===== src/rtl/fifo_pkg.sv =====
// ---------------------------------------------------------------------------
// fifo_pkg
// Shared types and helpers for the single-clock FIFO slice.
//   fifo_mode_e    : read mode, FIFO_STD (registered read) / FIFO_FWFT
//   fifo_depth()   : entry count derived from the address width
//   fifo_level_w() : width of the occupancy count (must represent 0..DEPTH)
// ---------------------------------------------------------------------------
package fifo_pkg;

  typedef enum logic {
    FIFO_STD  = 1'b0,
    FIFO_FWFT = 1'b1
  } fifo_mode_e;

  function automatic int fifo_depth(input int asize);
    return 1 << asize;
  endfunction

  // One extra bit so that a completely full FIFO (level == DEPTH) is representable.
  function automatic int fifo_level_w(input int asize);
    return asize + 1;
  endfunction

endpackage


===== src/rtl/fifo_ram_2p.sv =====
// ---------------------------------------------------------------------------
// fifo_ram_2p
// DEPTH x DSIZE storage: one synchronous write port, one asynchronous read
// port.
//   clk   : write clock
//   we    : write enable
//   waddr : write address
//   wdata : write data
//   raddr : read address
//   rdata : read data (combinational from raddr)
// ---------------------------------------------------------------------------
module fifo_ram_2p
  import fifo_pkg::*;
#(
  parameter int DSIZE = 32,
  parameter int ASIZE = 4
) (
  input  logic             clk,
  input  logic             we,
  input  logic [ASIZE-1:0] waddr,
  input  logic [DSIZE-1:0] wdata,
  input  logic [ASIZE-1:0] raddr,
  output logic [DSIZE-1:0] rdata
);

  localparam int DEPTH = fifo_depth(ASIZE);

  logic [DSIZE-1:0] mem [DEPTH];

  // NOTE: storage has no reset; occupancy tracking guarantees no entry is read
  // before it is written, and a reset-free array maps onto RAM primitives.
  always_ff @(posedge clk) begin
    if (we) begin
      mem[waddr] <= wdata;
    end
  end

  assign rdata = mem[raddr];

endmodule


===== src/rtl/fifo_sync_fwft.sv =====
// ---------------------------------------------------------------------------
// fifo_sync_fwft
// Single-clock FIFO with a standard (registered) or first-word-fall-through
// read, occupancy level, almost-full/almost-empty thresholds and flush.
// Optional build macro: FIFO_ERR_FLAGS_EN adds sticky overflow/underflow
// flags cleared by clr_err; without it those outputs are tied low.
//   clk, rst      : clock (rising edge), asynchronous active-high reset
//   flush         : synchronous clear of contents (wins over winc/rinc)
//   wdata, winc   : write data / write request
//   wfull         : full flag
//   walmost_full  : level >= AFULL_THR
//   rinc          : read request (pop)
//   rdata         : read data (FWFT: head word while rempty=0)
//   rempty        : empty flag
//   ralmost_empty : level <= AEMPTY_THR
//   level         : stored word count, 0..DEPTH
//   overflow      : sticky, write attempted while full
//   underflow     : sticky, read attempted while empty
//   clr_err       : clears overflow/underflow
// ---------------------------------------------------------------------------
module fifo_sync_fwft
  import fifo_pkg::*;
#(
  parameter int DSIZE      = 32,
  parameter int ASIZE      = 4,
  parameter int FWFT       = 0,
  parameter int AFULL_THR  = fifo_depth(ASIZE) - 2,
  parameter int AEMPTY_THR = 1
) (
  input  logic             clk,
  input  logic             rst,
  input  logic             flush,
  input  logic [DSIZE-1:0] wdata,
  input  logic             winc,
  output logic             wfull,
  output logic             walmost_full,
  input  logic             rinc,
  output logic [DSIZE-1:0] rdata,
  output logic             rempty,
  output logic             ralmost_empty,
  output logic [ASIZE:0]   level,
  output logic             overflow,
  output logic             underflow,
  input  logic             clr_err
);

  localparam int         DEPTH = fifo_depth(ASIZE);
  localparam fifo_mode_e MODE  = (FWFT != 0) ? FIFO_FWFT : FIFO_STD;

  typedef logic [fifo_level_w(ASIZE)-1:0] level_t;

  localparam level_t DEPTH_LV  = level_t'(DEPTH);
  localparam level_t AFULL_LV  = level_t'(AFULL_THR);
  localparam level_t AEMPTY_LV = level_t'(AEMPTY_THR);

  level_t           wbin, rbin;
  level_t           level_nxt;
  logic             wr_ok, rd_ok;
  logic [DSIZE-1:0] ram_q;

  // Both qualifiers use registered flags, so a write into a full FIFO is
  // dropped even when a pop happens in the same cycle.
  assign wr_ok = winc & ~wfull  & ~flush;
  assign rd_ok = rinc & ~rempty & ~flush;

  // NOTE: every combinational output gets a default first so no path can
  // leave it unassigned and infer a latch.
  always_comb begin
    level_nxt = level;
    if (flush) begin
      level_nxt = '0;
    end else if (wr_ok && !rd_ok) begin
      level_nxt = level + 1'b1;
    end else if (rd_ok && !wr_ok) begin
      level_nxt = level - 1'b1;
    end
  end

  // NOTE: state is updated with non-blocking assignments so every flop
  // samples pre-edge values regardless of block ordering.
  always_ff @(posedge clk or posedge rst) begin
    if (rst) begin
      wbin <= '0;
      rbin <= '0;
    end else if (flush) begin
      wbin <= '0;
      rbin <= '0;
    end else begin
      if (wr_ok) wbin <= wbin + 1'b1;
      if (rd_ok) rbin <= rbin + 1'b1;
    end
  end

  // Flags come from the next-state level, so they are valid right after the
  // edge with no extra cycle of latency.
  always_ff @(posedge clk or posedge rst) begin
    if (rst) begin
      level         <= '0;
      wfull         <= 1'b0;
      rempty        <= 1'b1;
      walmost_full  <= 1'b0;
      ralmost_empty <= 1'b1;
    end else begin
      level         <= level_nxt;
      wfull         <= (level_nxt == DEPTH_LV);
      rempty        <= (level_nxt == '0);
      walmost_full  <= (level_nxt >= AFULL_LV);
      ralmost_empty <= (level_nxt <= AEMPTY_LV);
    end
  end

  fifo_ram_2p #(
    .DSIZE (DSIZE),
    .ASIZE (ASIZE)
  ) u_ram (
    .clk   (clk),
    .we    (wr_ok),
    .waddr (wbin[ASIZE-1:0]),
    .wdata (wdata),
    .raddr (rbin[ASIZE-1:0]),
    .rdata (ram_q)
  );

  generate
    if (MODE == FIFO_FWFT) begin : g_fwft
      // Head word is shown directly; zero while empty keeps rdata defined
      // after reset/flush instead of exposing uninitialised storage.
      assign rdata = rempty ? '0 : ram_q;
    end else begin : g_std
      logic [DSIZE-1:0] rdata_q;
      always_ff @(posedge clk or posedge rst) begin
        if (rst) begin
          rdata_q <= '0;
        end else if (rd_ok) begin
          rdata_q <= ram_q;
        end
      end
      assign rdata = rdata_q;
    end
  endgenerate

`ifdef FIFO_ERR_FLAGS_EN
  // Error detection uses the raw requests: any attempt against a full/empty
  // FIFO is recorded, including attempts made during a flush cycle.
  always_ff @(posedge clk or posedge rst) begin
    if (rst) begin
      overflow  <= 1'b0;
      underflow <= 1'b0;
    end else if (clr_err) begin
      overflow  <= 1'b0;
      underflow <= 1'b0;
    end else begin
      if (winc & wfull)  overflow  <= 1'b1;
      if (rinc & rempty) underflow <= 1'b1;
    end
  end
`else
  logic unused_clr_err;
  assign unused_clr_err = clr_err;
  assign overflow       = 1'b0;
  assign underflow      = 1'b0;
`endif

endmodule


===== config.mk =====
export PLATFORM = sky130hd
export DESIGN_NAME = fifo_sync_fwft
export DESIGN_NICKNAME = d
export VERILOG_FILES = /design/src/rtl/fifo_pkg.sv /design/src/rtl/fifo_ram_2p.sv /design/src/rtl/fifo_sync_fwft.sv
export SDC_FILE = /design/constraint.sdc
export NUM_CORES = 1
export LEC_CHECK = 0
export ABC_AREA = 1
export BUFFER_PORTS_ARGS = -buffer_cell sky130_fd_sc_hd__buf_4
export CAP_MARGIN = 0
export CORE_ASPECT_RATIO = 1.4
export CORE_UTILIZATION = 62
export DETAILED_ROUTE_END_ITERATION = 10
export PLACE_DENSITY = 0.89
export SYNTH_ARGS = -nofsm -noshare
export SYNTH_HDL_FRONTEND = slang
export SYNTH_SLANG_ARGS = --single-unit

===== constraint.sdc =====
create_clock -name clk -period 4.1 [get_ports clk]
set_clock_uncertainty 0.2 [all_clocks]
set_input_delay 1.23 -clock clk [delete_from_list [all_inputs] [get_ports clk]]
set_output_delay 1.23 -clock clk [all_outputs]
set_load 0.02 [all_outputs]

==> metrics.txt, run 1 <==
# TYPE chip_impl_metric gauge
chip_impl_metric{name="internal-power",unit="uW"} 9730
chip_impl_metric{name="tritoncts.num_buffers",unit=""} 47
chip_impl_metric{name="totalPowerFinal",unit="uW"} 13500
chip_impl_metric{name="slowest_delay",unit="ps"} 1000
chip_impl_metric{name="drt_iter0_drc",unit=""} 2335
chip_impl_info{name="critical_path_class",value="register to register"} 1
chip_impl_metric{name="clock_latency",unit="ps"} 570
chip_impl_metric{name="gp_routability_congestion",unit=""} 0.816
chip_impl_metric{name="yosys_warnings",unit=""} 0
chip_impl_metric{name="std_cell_rows",unit=""} 82
chip_impl_metric{name="seqCellArea",unit="mm2"} 0.0166
chip_impl_metric{name="holdBufCountCts",unit=""} 0
chip_impl_metric{name="irDropWorstVdd",unit="mV"} 0.345
chip_impl_metric{name="hold_vio_cnt_final",unit=""} 0
chip_impl_metric{name="worst-endpoint-arrival",unit="ps"} 3340
chip_impl_info{name="synth_most_common_cell",value="sky130_fd_sc_hd__nand2_1"} 1
chip_impl_metric{name="yosys.area_share.adder",unit=""} 0.00384
chip_impl_info{name="critical_path_launch_point_type",value="register"} 1
chip_impl_metric{name="power.leakage",unit="uW"} 0.00931
chip_impl_metric{name="worst_r2r_path_depth",unit=""} 7
chip_impl_info{name="synth_top_flop_cell",value="sky130_fd_sc_hd__edfxtp_1"} 1
chip_impl_metric{name="start_util",unit=""} 0.634
chip_impl_metric{name="die_area",unit="mm2"} 0.0376
chip_impl_info{name="synth.area.top_cells",value="sky130_fd_sc_hd__edfxtp_1 67%, sky130_fd_sc_hd__nand2_1 11%, sky130_fd_sc_hd__nand3_1 9.4%, sky130_fd_sc_hd__dfrtp_1 5.2%, sky130_fd_sc_hd__buf_2 1.4%"} 1
chip_impl_metric{name="power.share.clock",unit=""} 0.330
chip_impl_metric{name="ant_nets",unit=""} 0
chip_impl_metric{name="yosysUniqueCellTypes",unit=""} 29
chip_impl_metric{name="synth_top_area_frac",unit=""} 0.674
chip_impl_info{name="rr_startpoint",value="rbin[1]"} 1
chip_impl_metric{name="maxClockFrequency",unit="MHz"} 324
chip_impl_metric{name="register_area_share_after_synthesis",unit=""} 0.728
chip_impl_metric{name="cts_sinks",unit=""} 561
chip_impl_metric{name="multi_input_comb_area",unit="mm2"} 0.00546
chip_impl_metric{name="power_density",unit="mW/mm2"} 535
chip_impl_info{name="synth_largest_area_cell",value="sky130_fd_sc_hd__edfxtp_1"} 1
chip_impl_metric{name="cp_max_fo",unit=""} 93
chip_impl_metric{name="maximum_root_to_sink_buffer_count",unit=""} 3
chip_impl_metric{name="cts_repair_resizes",unit=""} 0
chip_impl_metric{name="via_count",unit=""} 16000
chip_impl_metric{name="drive_gt1_frac",unit=""} 0.110
chip_impl_metric{name="drt_wl_total",unit="um"} 57200
chip_impl_info{name="critical_path.cell_chain",value="buf_4, nand3_1, nand3_1, nand2_1, nand2_1, nand3_1, o21a_1"} 1
chip_impl_metric{name="max_slew.worst_pin.slew",unit="ps"} 1650
chip_impl_info{name="class_of_the_worst_hold_path",value="register to register"} 1
chip_impl_info{name="synth.top_cells.by_count",value="678 x sky130_fd_sc_hd__nand2_1, 512 x sky130_fd_sc_hd__edfxtp_1, 430 x sky130_fd_sc_hd__nand3_1, 62 x sky130_fd_sc_hd__buf_2, 47 x sky130_fd_sc_hd__dfrtp_1"} 1
chip_impl_metric{name="antenna_found_initial",unit=""} 2
chip_impl_metric{name="timing_max_transition_violations_final",unit=""} 119
chip_impl_info{name="setup.worst_path.end_class",value="register"} 1
chip_impl_info{name="cts.root.buffer_cell",value="sky130_fd_sc_hd__clkbuf_16"} 1
chip_impl_metric{name="whs_path_depth",unit=""} 1
chip_impl_info{name="run_status",value="complete, but fails checks"} 1
chip_impl_metric{name="boundaryPins",unit=""} 81
chip_impl_metric{name="cts.clk_slew.worst_paths",unit="ps"} 70
chip_impl_metric{name="async_reset_ff_frac",unit=""} 0.0873
chip_impl_metric{name="synth.cell_area",unit="mm2"} 0.0228
chip_impl_metric{name="maximum_number_of_pins_on_one_net_before_global_route_repair",unit=""} 258
chip_impl_info{name="dominant_combinational_cell_family_by_area_after_synthesis",value="simple AND/OR/NAND/NOR gates"} 1
chip_impl_info{name="grt_setup_unrepaired",value="false"} 1
chip_impl_metric{name="fin_setup_tns",unit="ps"} 0
chip_impl_metric{name="post_drt_via_cell_ratio",unit=""} 6.52
chip_impl_metric{name="layout_worst_path_cycle_share",unit=""} 0.753
chip_impl_metric{name="synthXorXnorAreaFrac",unit=""} 0.000768
chip_impl_metric{name="fp.dieW",unit="um"} 164
chip_impl_metric{name="post_cts_buffers",unit=""} 0
chip_impl_info{name="tritoncts_clock_tree",value="done"} 1
chip_impl_metric{name="coreArea",unit="mm2"} 0.0360
chip_impl_metric{name="finalCoreUtilization",unit=""} 0.699
chip_impl_metric{name="cp.buffers_inverters",unit=""} 1
chip_impl_metric{name="post-dp-hpwl",unit="um"} 27300
chip_impl_metric{name="grt_overflow_total",unit=""} 0
chip_impl_metric{name="layout_min_cycle_time",unit="ps"} 3090
chip_impl_metric{name="share_seq_of_total_power",unit=""} 0.492
chip_impl_metric{name="synth_simple_gate_area_frac",unit=""} 0.214
chip_impl_info{name="setup.worst_path.start",value="rbin[1]"} 1
chip_impl_metric{name="die_height",unit="um"} 229
chip_impl_info{name="cp_top_family",value="buffers and inverters"} 1
chip_impl_metric{name="syn_avg_cell_area",unit="um2"} 11.9
chip_impl_metric{name="report.final.setup_viol",unit=""} 0
chip_impl_metric{name="syn-instance-count",unit=""} 1911
chip_impl_metric{name="synth_seq_cells",unit=""} 561
chip_impl_info{name="crit_path_top_delay_cell",value="sky130_fd_sc_hd__buf_4"} 1
chip_impl_metric{name="crit_required",unit="ps"} 4360
chip_impl_metric{name="max-cap-violations",unit=""} 0
chip_impl_metric{name="area.growth.synth_to_final",unit="%"} 10.4
chip_impl_metric{name="nNetsFinal",unit=""} 1998
chip_impl_metric{name="muxShareOfSynthArea",unit=""} 0
chip_impl_metric{name="sw_frac_of_total",unit=""} 0.278
chip_impl_metric{name="max_slew_margin",unit=""} -0.0987
chip_impl_metric{name="detail_route.drc_violations",unit=""} 0
chip_impl_metric{name="synth-compound-area-share",unit=""} 0.0138
chip_impl_metric{name="wire_per_inst",unit="um"} 23.3
chip_impl_metric{name="synth_edf_count",unit=""} 512
chip_impl_metric{name="htree_num_levels",unit=""} 2
chip_impl_info{name="worst_r2r_endpoint",value="rdata[21]"} 1
chip_impl_info{name="hold_path_end",value="rdata[8]"} 1
chip_impl_info{name="crit_top_cell",value="sky130_fd_sc_hd__nand3_1"} 1
chip_impl_metric{name="portBuffers",unit=""} 77
chip_impl_metric{name="final.fill_count",unit=""} 2074
chip_impl_metric{name="globalRouteTotalUtil",unit=""} 0.309
chip_impl_info{name="failed_checks",value="slew limit"} 1
chip_impl_info{name="holdCritStartpoint",value="rdata[8]"} 1
chip_impl_metric{name="pwr-share-comb",unit=""} 0.177
chip_impl_metric{name="p_sw",unit="uW"} 3750
chip_impl_metric{name="setup.reg_to_reg.worst_slack",unit="ps"} 1010
chip_impl_metric{name="detailedRoute.firstPassIterationCount",unit=""} 6
chip_impl_metric{name="first_global_vias",unit=""} 16200
chip_impl_metric{name="first_pass_grt_wire_length",unit="um"} 87000
==> state kept, by name (all words and copies together) (netlist names) <==
signal / cells
ralmost_empty: 1
wbin: 4
rbin: 4
wfull: 1
u_ram.mem: 512
walmost_full: 1
rempty: 1
rdata: 32
level: 5
==> per-stage QoR <==
step / cell area (um2) / cells / hold WS, ps / worst slack [ps]
floorplan: 22900 / 1912 / 313 / -447
global placement: 23700 / 2366 / 274 / 863
detailed placement: 23700 / 2366 / 284 / 822
CTS: 25200 / 2452 / 299 / 1220
global route: 25200 / 2453 / 314 / 1050
finish: 25200 / 2453 / 296 / 1010
==> layout by cell type (no fill, tap or decap), types with 3 or more instances in the layout <==
master,instances
sky130_fd_sc_hd__clkinv_1,5
sky130_fd_sc_hd__nor2_4,5
sky130_fd_sc_hd__edfxtp_1,512
sky130_fd_sc_hd__inv_2,4
sky130_fd_sc_hd__bufinv_16,4
sky130_fd_sc_hd__clkinv_2,14
sky130_fd_sc_hd__buf_4,105
sky130_fd_sc_hd__nand3_1,430
sky130_fd_sc_hd__clkbuf_8,5
sky130_fd_sc_hd__inv_6,5
sky130_fd_sc_hd__clkbuf_16,47
sky130_fd_sc_hd__nor2_2,3
sky130_fd_sc_hd__ha_1,7
sky130_fd_sc_hd__nand2_1,678
sky130_fd_sc_hd__dfrtp_1,44
sky130_fd_sc_hd__nor3_2,5
sky130_fd_sc_hd__inv_1,26
sky130_fd_sc_hd__a21oi_1,7
sky130_fd_sc_hd__o21a_1,32
sky130_fd_sc_hd__nor2_1,7
sky130_fd_sc_hd__buf_12,5
sky130_fd_sc_hd__o21ai_0,7
sky130_fd_sc_hd__clkbuf_1,8
sky130_fd_sc_hd__nor3_4,7
==> power by group through the flow <==
| stage | Sequential [uW] | Combinational (uW) | Clock, uW |
|---|---|---|---|
| 6_report | 6640 | 2390 | 4450 |
| 5_1_grt | 6660 | 2570 | 4660 |
| 4_1_cts | 6630 | 2350 | 4450 |
| 3_5_place_dp | 6750 | 2280 | 0 |
| 3_3_place_gp | 6730 | 2150 | 0 |
| 2_1_floorplan | 6920 | 1450 | 0 |
==> worst register-to-register path: cells and delay by family (launching register included) <==
family | cells | cell delay, ps
buf+inv | 1 | 1010
flops | 1 | 810
simple gates | 5 | 790
compound gates | 1 | 170
==> logic make-up (layout without fill, tap and decap cells) <==
kind of cell	after synthesis	after routing
buffers and inverters	151	229
AO/OA/AOI/OAI	47	47
flip-flops	561	561
adder cells (fa/ha/maj)	7	7
AND/OR/NAND/NOR	1142	1142
other	1	3
XOR/XNOR	2	2
==> area by class of cell <==
type / count / share of cell area
clock inverters: 26 / 0.00944
clock buffers: 60 / 0.0506
inverters: 33 / 0.00537
repair buffers: 110 / 0.0353
flip-flops and latches: 561 / 0.660
multi-input cells: 1200 / 0.217
diodes: 1 / 0.0000994
well taps: 462 / 0.0230
==> worst max path at each step <==
stage	slack, ps	endpoint	cells after the start
floorplan	-450	u_ram.mem[10][0]	5
global placement	860	u_ram.mem[8][27]	7
detailed placement	820	u_ram.mem[12][26]	7
CTS	1220	rdata[21]	7
global route	1050	rdata[13]	7
finish	1010	rdata[21]	7
==> per-layer routing <==
metal / GRT usage / up-vias / wire length (um)
li1: - / 6744 / -
met1: 0.365 / 7521 / 18500
met2: 0.515 / 1421 / 28700
met3: 0.0567 / 294 / 6530
met4: 0.202 / 2 / 3440
met5: 0 / - / 6
(Power assumes the default switching activity.)
==> run 2, diff against run 1 <==
--- a/config.mk
+++ b/config.mk
@@ -9,9 +9,9 @@
 export BUFFER_PORTS_ARGS = -buffer_cell sky130_fd_sc_hd__buf_4
 export CAP_MARGIN = 0
 export CORE_ASPECT_RATIO = 1.4
-export CORE_UTILIZATION = 62
+export CORE_UTILIZATION = 56
 export DETAILED_ROUTE_END_ITERATION = 10
-export PLACE_DENSITY = 0.89
+export PLACE_DENSITY = 0.85
 export SYNTH_ARGS = -nofsm -noshare
 export SYNTH_HDL_FRONTEND = slang
 export SYNTH_SLANG_ARGS = --single-unit
==> constraint.sdc (replaced) <==
create_clock -name clk -period 2.55 [get_ports clk]
set_clock_uncertainty 0.2 [all_clocks]
set_input_delay 0.765 -clock clk [delete_from_list [all_inputs] [get_ports clk]]
set_output_delay 0.765 -clock clk [all_outputs]
set_load 0.02 [all_outputs]
==> run 2 against run 1 <==
  * The run now ends clean
  * Design area rose by 2.7%
  * Cell count is 3.8% higher
  * First-iteration DRC count is 12% lower
  * Utilization decreased by 5.7 points
  * Critical path depth shrank 6
  * Non-clock buffer count increased by 18
  * Routed wire length shrank 2.4%
  * Worst hold slack worse by 220 ps
  * Sequential power is 61% higher
  * Register-to-register slack got worse by 690 ps
  * Combinational power grew 65%
  * Sequential share of layout area fell by 1.8 points
  * Largest cell class unchanged
  * Highest routed layer is now met4
==> metrics.txt, run 2 (synthesized netlist as in run 1, its figures left out) <==
# TYPE chip_impl_metric gauge
chip_impl_metric{name="first_pass_grt_wire_length",unit="um"} 84600
chip_impl_metric{name="std_cell_rows",unit=""} 87
chip_impl_metric{name="start_util",unit=""} 0.567
chip_impl_metric{name="stdcell_area",unit="mm2"} 0.0259
chip_impl_metric{name="wire_per_inst",unit="um"} 21.9
chip_impl_metric{name="cts_repair_resizes",unit=""} 0
chip_impl_info{name="run_status",value="completed"} 1
chip_impl_metric{name="coreArea",unit="mm2"} 0.0403
chip_impl_metric{name="largest_reg_flops",unit=""} 512
chip_impl_metric{name="first_global_vias",unit=""} 15500
chip_impl_metric{name="maxClockFrequency",unit="MHz"} 442
chip_impl_metric{name="boundaryPins",unit=""} 81
chip_impl_metric{name="report.final.setup_viol",unit=""} 0
chip_impl_metric{name="timing_max_transition_violations_final",unit=""} 0
chip_impl_metric{name="layout_min_cycle_time",unit="ps"} 2260
chip_impl_metric{name="nNetsFinal",unit=""} 2016
chip_impl_metric{name="drt_iter0_drc",unit=""} 2060
chip_impl_metric{name="worst-endpoint-arrival",unit="ps"} 1300
chip_impl_metric{name="dpl_worst_slack",unit="ps"} 121
chip_impl_info{name="top_register",value="u_ram.mem"} 1
chip_impl_metric{name="via_count",unit=""} 15600
chip_impl_metric{name="die_height",unit="um"} 241
chip_impl_info{name="setup.worst_path.end_class",value="output port"} 1
chip_impl_info{name="cts.root.buffer_cell",value="sky130_fd_sc_hd__clkbuf_16"} 1
chip_impl_metric{name="setup.reg_to_reg.worst_slack",unit="ps"} 320
chip_impl_metric{name="area.growth.synth_to_final",unit="%"} 13.4
chip_impl_info{name="cp_top_family",value="flip-flops"} 1
chip_impl_info{name="grt_setup_unrepaired",value="false"} 1
chip_impl_metric{name="post-dp-hpwl",unit="um"} 28800
chip_impl_metric{name="gp_routability_congestion",unit=""} 0.821
chip_impl_metric{name="power_density",unit="mW/mm2"} 849
chip_impl_info{name="setup.worst_path.start",value="level[2]"} 1
chip_impl_metric{name="detailedRoute.firstPassIterationCount",unit=""} 6
chip_impl_metric{name="htree_num_levels",unit=""} 2
chip_impl_info{name="class_of_the_worst_hold_path",value="input port to asynchronous set/reset pin"} 1
chip_impl_metric{name="layout_worst_path_cycle_share",unit=""} 0.887
chip_impl_metric{name="final.fill_count",unit=""} 2644
chip_impl_metric{name="drive_gt1_frac",unit=""} 0.119
chip_impl_metric{name="seqCellArea",unit="mm2"} 0.0166
chip_impl_metric{name="drt_wl_total",unit="um"} 55800
chip_impl_metric{name="slowest_delay",unit="ps"} 520
chip_impl_info{name="critical_path.cell_chain",value="buf_4"} 1
chip_impl_info{name="final_cell_mix",value="677 x sky130_fd_sc_hd__nand2_1, 512 x sky130_fd_sc_hd__edfxtp_1, 429 x sky130_fd_sc_hd__nand3_1, 96 x sky130_fd_sc_hd__buf_4, 48 x sky130_fd_sc_hd__clkbuf_16"} 1
chip_impl_metric{name="grt_overflow_total",unit=""} 0
chip_impl_metric{name="finalCoreUtilization",unit=""} 0.642
chip_impl_metric{name="hold_vio_cnt_final",unit=""} 0
chip_impl_metric{name="tritoncts.num_buffers",unit=""} 47
chip_impl_info{name="crit_path_top_delay_cell",value="sky130_fd_sc_hd__dfrtp_1"} 1
chip_impl_info{name="critical_path_class",value="register to output port"} 1
chip_impl_metric{name="max-cap-violations",unit=""} 0
chip_impl_info{name="tritoncts_clock_tree",value="done"} 1
chip_impl_info{name="critical_path_launch_point_type",value="register"} 1
chip_impl_metric{name="fp.dieW",unit="um"} 173
chip_impl_metric{name="power.leakage",unit="uW"} 0.00953
chip_impl_metric{name="met1_length",unit="um"} 19000
chip_impl_metric{name="portBuffers",unit=""} 77
chip_impl_metric{name="die_area",unit="mm2"} 0.0416
chip_impl_metric{name="cts.clk_slew.worst_paths",unit="ps"} 70
chip_impl_metric{name="placed_area",unit="mm2"} 0.0243
chip_impl_metric{name="maximum_root_to_sink_buffer_count",unit=""} 3
chip_impl_metric{name="cp_max_fo",unit=""} 9
chip_impl_metric{name="detail_route.drc_violations",unit=""} 0
chip_impl_metric{name="fin_setup_tns",unit="ps"} 0
chip_impl_metric{name="holdBufCountCts",unit=""} 0
chip_impl_metric{name="globalRouteTotalUtil",unit=""} 0.267
chip_impl_metric{name="max_slew_margin",unit=""} 0.514
chip_impl_metric{name="antenna_found_initial",unit=""} 1
chip_impl_metric{name="totalPowerFinal",unit="uW"} 22000
chip_impl_metric{name="post_drt_via_cell_ratio",unit=""} 6.14
chip_impl_metric{name="ant_nets",unit=""} 0
chip_impl_metric{name="cts_sinks",unit=""} 561
chip_impl_metric{name="clock_latency",unit="ps"} 580
chip_impl_metric{name="post_cts_buffers",unit=""} 0
chip_impl_metric{name="irDropWorstVdd",unit="mV"} 0.582
chip_impl_metric{name="final_critical_path_setup_slack",unit="ps"} 288
chip_impl_metric{name="wl_met3",unit="um"} 5600
chip_impl_info{name="rr_startpoint",value="rbin[0]"} 1
chip_impl_info{name="final_common_cell",value="sky130_fd_sc_hd__nand2_1"} 1
chip_impl_info{name="top_signal_layer_used",value="met4"} 1
chip_impl_metric{name="sum_of_met2_wire_segment_lengths_after_detailed_routing",unit="um"} 29000
chip_impl_metric{name="cp.buffers_inverters",unit=""} 1
chip_impl_metric{name="crit_required",unit="ps"} 1590
chip_impl_metric{name="maximum_number_of_pins_on_one_net_before_global_route_repair",unit=""} 161
chip_impl_metric{name="multi_input_comb_area",unit="mm2"} 0.00552
chip_impl_metric{name="max_slew.worst_pin.slew",unit="ps"} 729
==> run 2: cell types whose count changed in the layout (fill, tap and decap cells not counted), moves of 2 or more <==
cell and change:
sky130_fd_sc_hd__buf_12 +27, sky130_fd_sc_hd__buf_4 -9, sky130_fd_sc_hd__clkbuf_8 -5, sky130_fd_sc_hd__nor3_2 -5, sky130_fd_sc_hd__nor3_4 +5, sky130_fd_sc_hd__clkinv_4 +3, sky130_fd_sc_hd__inv_6 -3, sky130_fd_sc_hd__bufinv_16 +2
sky130_fd_sc_hd__clkinv_2 -2, sky130_fd_sc_hd__clkinvlp_4 +2, sky130_fd_sc_hd__inv_4 +2, sky130_fd_sc_hd__nand3_4 +2
==> run 2: power breakdown <==
part	switching, uW	internal (uW)
Clock	3270	4090
Sequential	247	10400
Combinational	2610	1340
Total	6120	15800
==> run 2: path summary, 6_finish.rpt <==
path,to,cells after the start
max,level[2],1
min,level[3],2
max reg2reg,rdata[10],8
min reg2reg,rdata[23],1
max in group asynchronous,rbin[0],3
min in group clk,u_ram.mem[10][21],1
==> run 2: cell type report <==
| class | instances | share of cell area |
|---|---|---|
| inverter | 33 | 0.00546 |
| antenna | 1 | 0.0000967 |
| timing repair buffer | 128 | 0.0526 |
| sequential | 561 | 0.642 |
| clock buffer | 56 | 0.0476 |
| multi-input combinational | 1200 | 0.213 |
| clock inverter | 32 | 0.0130 |
| tap | 534 | 0.0258 |
==> run 2: metrics by stage <==
| stage | std cells | hold slack, ps |
|---|---|---|
| 2_1_floorplan | 1912 | 363 |
| 3_3_place_gp | 2456 | 277 |
| 3_5_place_dp | 2456 | 282 |
| 4_1_cts | 2544 | 71.5 |
| 5_1_grt | 2545 | 89.7 |
| 6_report | 2545 | 74.4 |
==> run 2: layer usage <==
| metal | GRT usage | vias up |
|---|---|---|
| met4 | 0.143 | 0 |
| met1 | 0.314 | 7538 |
| met5 | 0 | - |
| met2 | 0.468 | 1093 |
| li1 | - | 6793 |
| met3 | 0.0495 | 191 |
==> run 2: worst register-to-register path: cells and delay by family (launching register included) <==
kind	cells	cell delay (ps)
compound gates	1	130
buf+inv	1	560
simple gates	6	810
flops	1	480
==> run 3, diff against run 2 <==
--- a/config.mk
+++ b/config.mk
@@ -7,11 +7,10 @@
 export LEC_CHECK = 0
 export ABC_AREA = 1
 export BUFFER_PORTS_ARGS = -buffer_cell sky130_fd_sc_hd__buf_4
-export CAP_MARGIN = 0
 export CORE_ASPECT_RATIO = 1.4
-export CORE_UTILIZATION = 56
+export CORE_UTILIZATION = 66
 export DETAILED_ROUTE_END_ITERATION = 10
-export PLACE_DENSITY = 0.85
+export PLACE_DENSITY = 0.93
 export SYNTH_ARGS = -nofsm -noshare
 export SYNTH_HDL_FRONTEND = slang
 export SYNTH_SLANG_ARGS = --single-unit
==> constraint.sdc (replaced) <==
create_clock -name clk -period 2.82 [get_ports clk]
set_clock_uncertainty 0.2 [all_clocks]
set_input_delay 0.846 -clock clk [delete_from_list [all_inputs] [get_ports clk]]
set_output_delay 0.846 -clock clk [all_outputs]
set_load 0.02 [all_outputs]
==> run 3 against run 2 <==
  * Largest power group unchanged
  * Critical path type is now register to register
  * Combinational power decreased by 7.8%
  * Global-route usage is 7.8 points higher
  * Critical endpoint is now rdata[20]
  * Non-clock buffer count shrank 12
==> metrics.txt, run 3 (synthesized netlist as in run 1, its figures left out) <==
# TYPE chip_impl_metric gauge
chip_impl_info{name="run_status",value="completed"} 1
chip_impl_metric{name="clock_latency",unit="ps"} 580
chip_impl_metric{name="fp.dieW",unit="um"} 159
chip_impl_info{name="class_of_the_worst_hold_path",value="input port to asynchronous set/reset pin"} 1
chip_impl_metric{name="timing_max_transition_violations_final",unit=""} 0
chip_impl_metric{name="std_cell_rows",unit=""} 80
chip_impl_metric{name="portBuffers",unit=""} 77
chip_impl_metric{name="htree_num_levels",unit=""} 2
chip_impl_info{name="critical_path_launch_point_type",value="register"} 1
chip_impl_info{name="final_common_cell",value="sky130_fd_sc_hd__nand2_1"} 1
chip_impl_metric{name="maximum_number_of_pins_on_one_net_before_global_route_repair",unit=""} 161
chip_impl_metric{name="grt_overflow_total",unit=""} 0
chip_impl_metric{name="antenna_found_initial",unit=""} 2
chip_impl_info{name="final_cell_mix",value="677 x sky130_fd_sc_hd__nand2_1, 512 x sky130_fd_sc_hd__edfxtp_1, 430 x sky130_fd_sc_hd__nand3_1, 91 x sky130_fd_sc_hd__buf_4, 49 x sky130_fd_sc_hd__clkbuf_16"} 1
chip_impl_metric{name="maximum_root_to_sink_buffer_count",unit=""} 3
chip_impl_metric{name="drive_gt1_frac",unit=""} 0.111
chip_impl_metric{name="hold_vio_cnt_final",unit=""} 0
chip_impl_metric{name="cts_sinks",unit=""} 561
chip_impl_metric{name="power_density",unit="mW/mm2"} 783
chip_impl_metric{name="slowest_delay",unit="ps"} 530
chip_impl_metric{name="max_slew.worst_pin.slew",unit="ps"} 762
chip_impl_metric{name="max-cap-violations",unit=""} 0
chip_impl_metric{name="gp_routability_congestion",unit=""} 0.850
chip_impl_metric{name="final.fill_count",unit=""} 1755
chip_impl_metric{name="globalRouteTotalUtil",unit=""} 0.345
chip_impl_metric{name="ant_nets",unit=""} 0
chip_impl_metric{name="finalCoreUtilization",unit=""} 0.751
chip_impl_metric{name="layout_worst_path_cycle_share",unit=""} 0.837
chip_impl_metric{name="layout_min_cycle_time",unit="ps"} 2360
chip_impl_metric{name="start_util",unit=""} 0.670
chip_impl_info{name="crit_path_top_delay_cell",value="sky130_fd_sc_hd__dfrtp_4"} 1
chip_impl_info{name="critical_path_class",value="register to register"} 1
chip_impl_metric{name="drt_iter0_drc",unit=""} 3361
chip_impl_info{name="critical_path.cell_chain",value="inv_6, buf_12, nand2_1, nand3_1, nand3_1, nand2_1, nand2_1, nand3_1, o21a_1"} 1
chip_impl_metric{name="layout.cells.non_filler",unit=""} 2451
chip_impl_info{name="tritoncts_clock_tree",value="done"} 1
chip_impl_metric{name="cp_max_fo",unit=""} 73
chip_impl_metric{name="multi_input_comb_area",unit="mm2"} 0.00550
chip_impl_info{name="rr_startpoint",value="rbin[0]"} 1
chip_impl_metric{name="coreArea",unit="mm2"} 0.0340
chip_impl_metric{name="worst_hold_slack",unit="ps"} 145
chip_impl_info{name="grt_setup_unrepaired",value="false"} 1
chip_impl_metric{name="first_global_vias",unit=""} 16600
chip_impl_metric{name="drt_wl_total",unit="um"} 61300
chip_impl_metric{name="detail_route.drc_violations",unit=""} 0
chip_impl_metric{name="cts.clk_slew.worst_paths",unit="ps"} 70
chip_impl_metric{name="die_height",unit="um"} 222
chip_impl_metric{name="crit_required",unit="ps"} 3140
chip_impl_metric{name="wire_per_inst",unit="um"} 25.0
chip_impl_metric{name="die_area",unit="mm2"} 0.0353
chip_impl_metric{name="cts_repair_resizes",unit=""} 0
chip_impl_metric{name="area.growth.synth_to_final",unit="%"} 12.1
chip_impl_metric{name="boundaryPins",unit=""} 81
chip_impl_metric{name="placed_cells",unit=""} 2361
chip_impl_metric{name="first_pass_grt_wire_length",unit="um"} 91700
chip_impl_metric{name="irDropWorstVdd",unit="mV"} 0.785
chip_impl_metric{name="post_cts_buffers",unit=""} 0
chip_impl_info{name="top_register",value="u_ram.mem"} 1
chip_impl_metric{name="post_drt_via_cell_ratio",unit=""} 6.79
chip_impl_metric{name="totalPowerFinal",unit="uW"} 20000
chip_impl_metric{name="via_count",unit=""} 16600
chip_impl_metric{name="post-dp-hpwl",unit="um"} 29700
chip_impl_info{name="setup.worst_path.start",value="rbin[0]"} 1
chip_impl_metric{name="maxClockFrequency",unit="MHz"} 424
chip_impl_metric{name="worst-endpoint-arrival",unit="ps"} 2680
chip_impl_metric{name="nNetsFinal",unit=""} 2006
chip_impl_metric{name="holdBufCountCts",unit=""} 0
chip_impl_metric{name="tritoncts.num_buffers",unit=""} 49
chip_impl_info{name="cts.root.buffer_cell",value="sky130_fd_sc_hd__clkbuf_16"} 1
chip_impl_metric{name="report.final.setup_viol",unit=""} 0
chip_impl_metric{name="seqCellArea",unit="mm2"} 0.0166
chip_impl_metric{name="detailedRoute.firstPassIterationCount",unit=""} 9
chip_impl_metric{name="power.leakage",unit="uW"} 0.00945
chip_impl_metric{name="largest_reg_flops",unit=""} 512
chip_impl_metric{name="max_slew_margin",unit=""} 0.492
chip_impl_info{name="setup.worst_path.end_class",value="register"} 1
chip_impl_metric{name="fin_setup_tns",unit="ps"} 0
==> run 3: worst paths after layout <==
path / cells past startpoint / endpoint / slack, ps
hold / removal: 3 / rdata[23] / 150
max in group asynchronous: 3 / rempty / 1960
setup / recovery: 9 / rdata[20] / 460
setup reg to reg: 9 / rdata[20] / 460
hold reg to reg: 1 / rdata[1] / 290
min in group clk: 1 / rdata[1] / 290
==> run 3: worst max-delay path: cells and delay by family, from the launching register on <==
kind / cells / cell delay, ps
compound gates: 1 / 140
buf+inv: 2 / 680
flops: 1 / 530
simple gates: 6 / 720
==> run 3: report_power, final <==
group / total, uW / internal [uW] / switching [uW]
Sequential: 9650 / 9420 / 238
Clock: 6730 / 3780 / 2940
Combinational: 3640 / 1180 / 2460
==> run 3: through the flow <==
step           setup WS (ps)  instance area, um2
4_1_cts                  480               25600
5_1_grt                  423               25600
3_3_place_gp             345               24000
6_report                 459               25600
2_1_floorplan           -379               23000
3_5_place_dp             310               24000
==> run 3: routing by layer <==
layer / up-vias / GRT usage / part of all wire
li1: 6778 / - / -
met1: 7698 / 0.418 / 0.31
met2: 1811 / 0.570 / 0.49
met3: 349 / 0.0657 / 0.13
met4: 0 / 0.224 / 0.061
met5: - / 0 / 0
==> run 3: cell type report <==
| type | instances | share of cell area |
|---|---|---|
| Multi-Input combinational cell | 1200 | 0.215 |
| Antenna cell | 2 | 0.000196 |
| Inverter | 33 | 0.00533 |
| Timing Repair Buffer | 116 | 0.0463 |
| Tap cell | 451 | 0.0221 |
| Sequential cell | 561 | 0.650 |
| Clock inverter | 25 | 0.0110 |
| Clock buffer | 63 | 0.0504 |
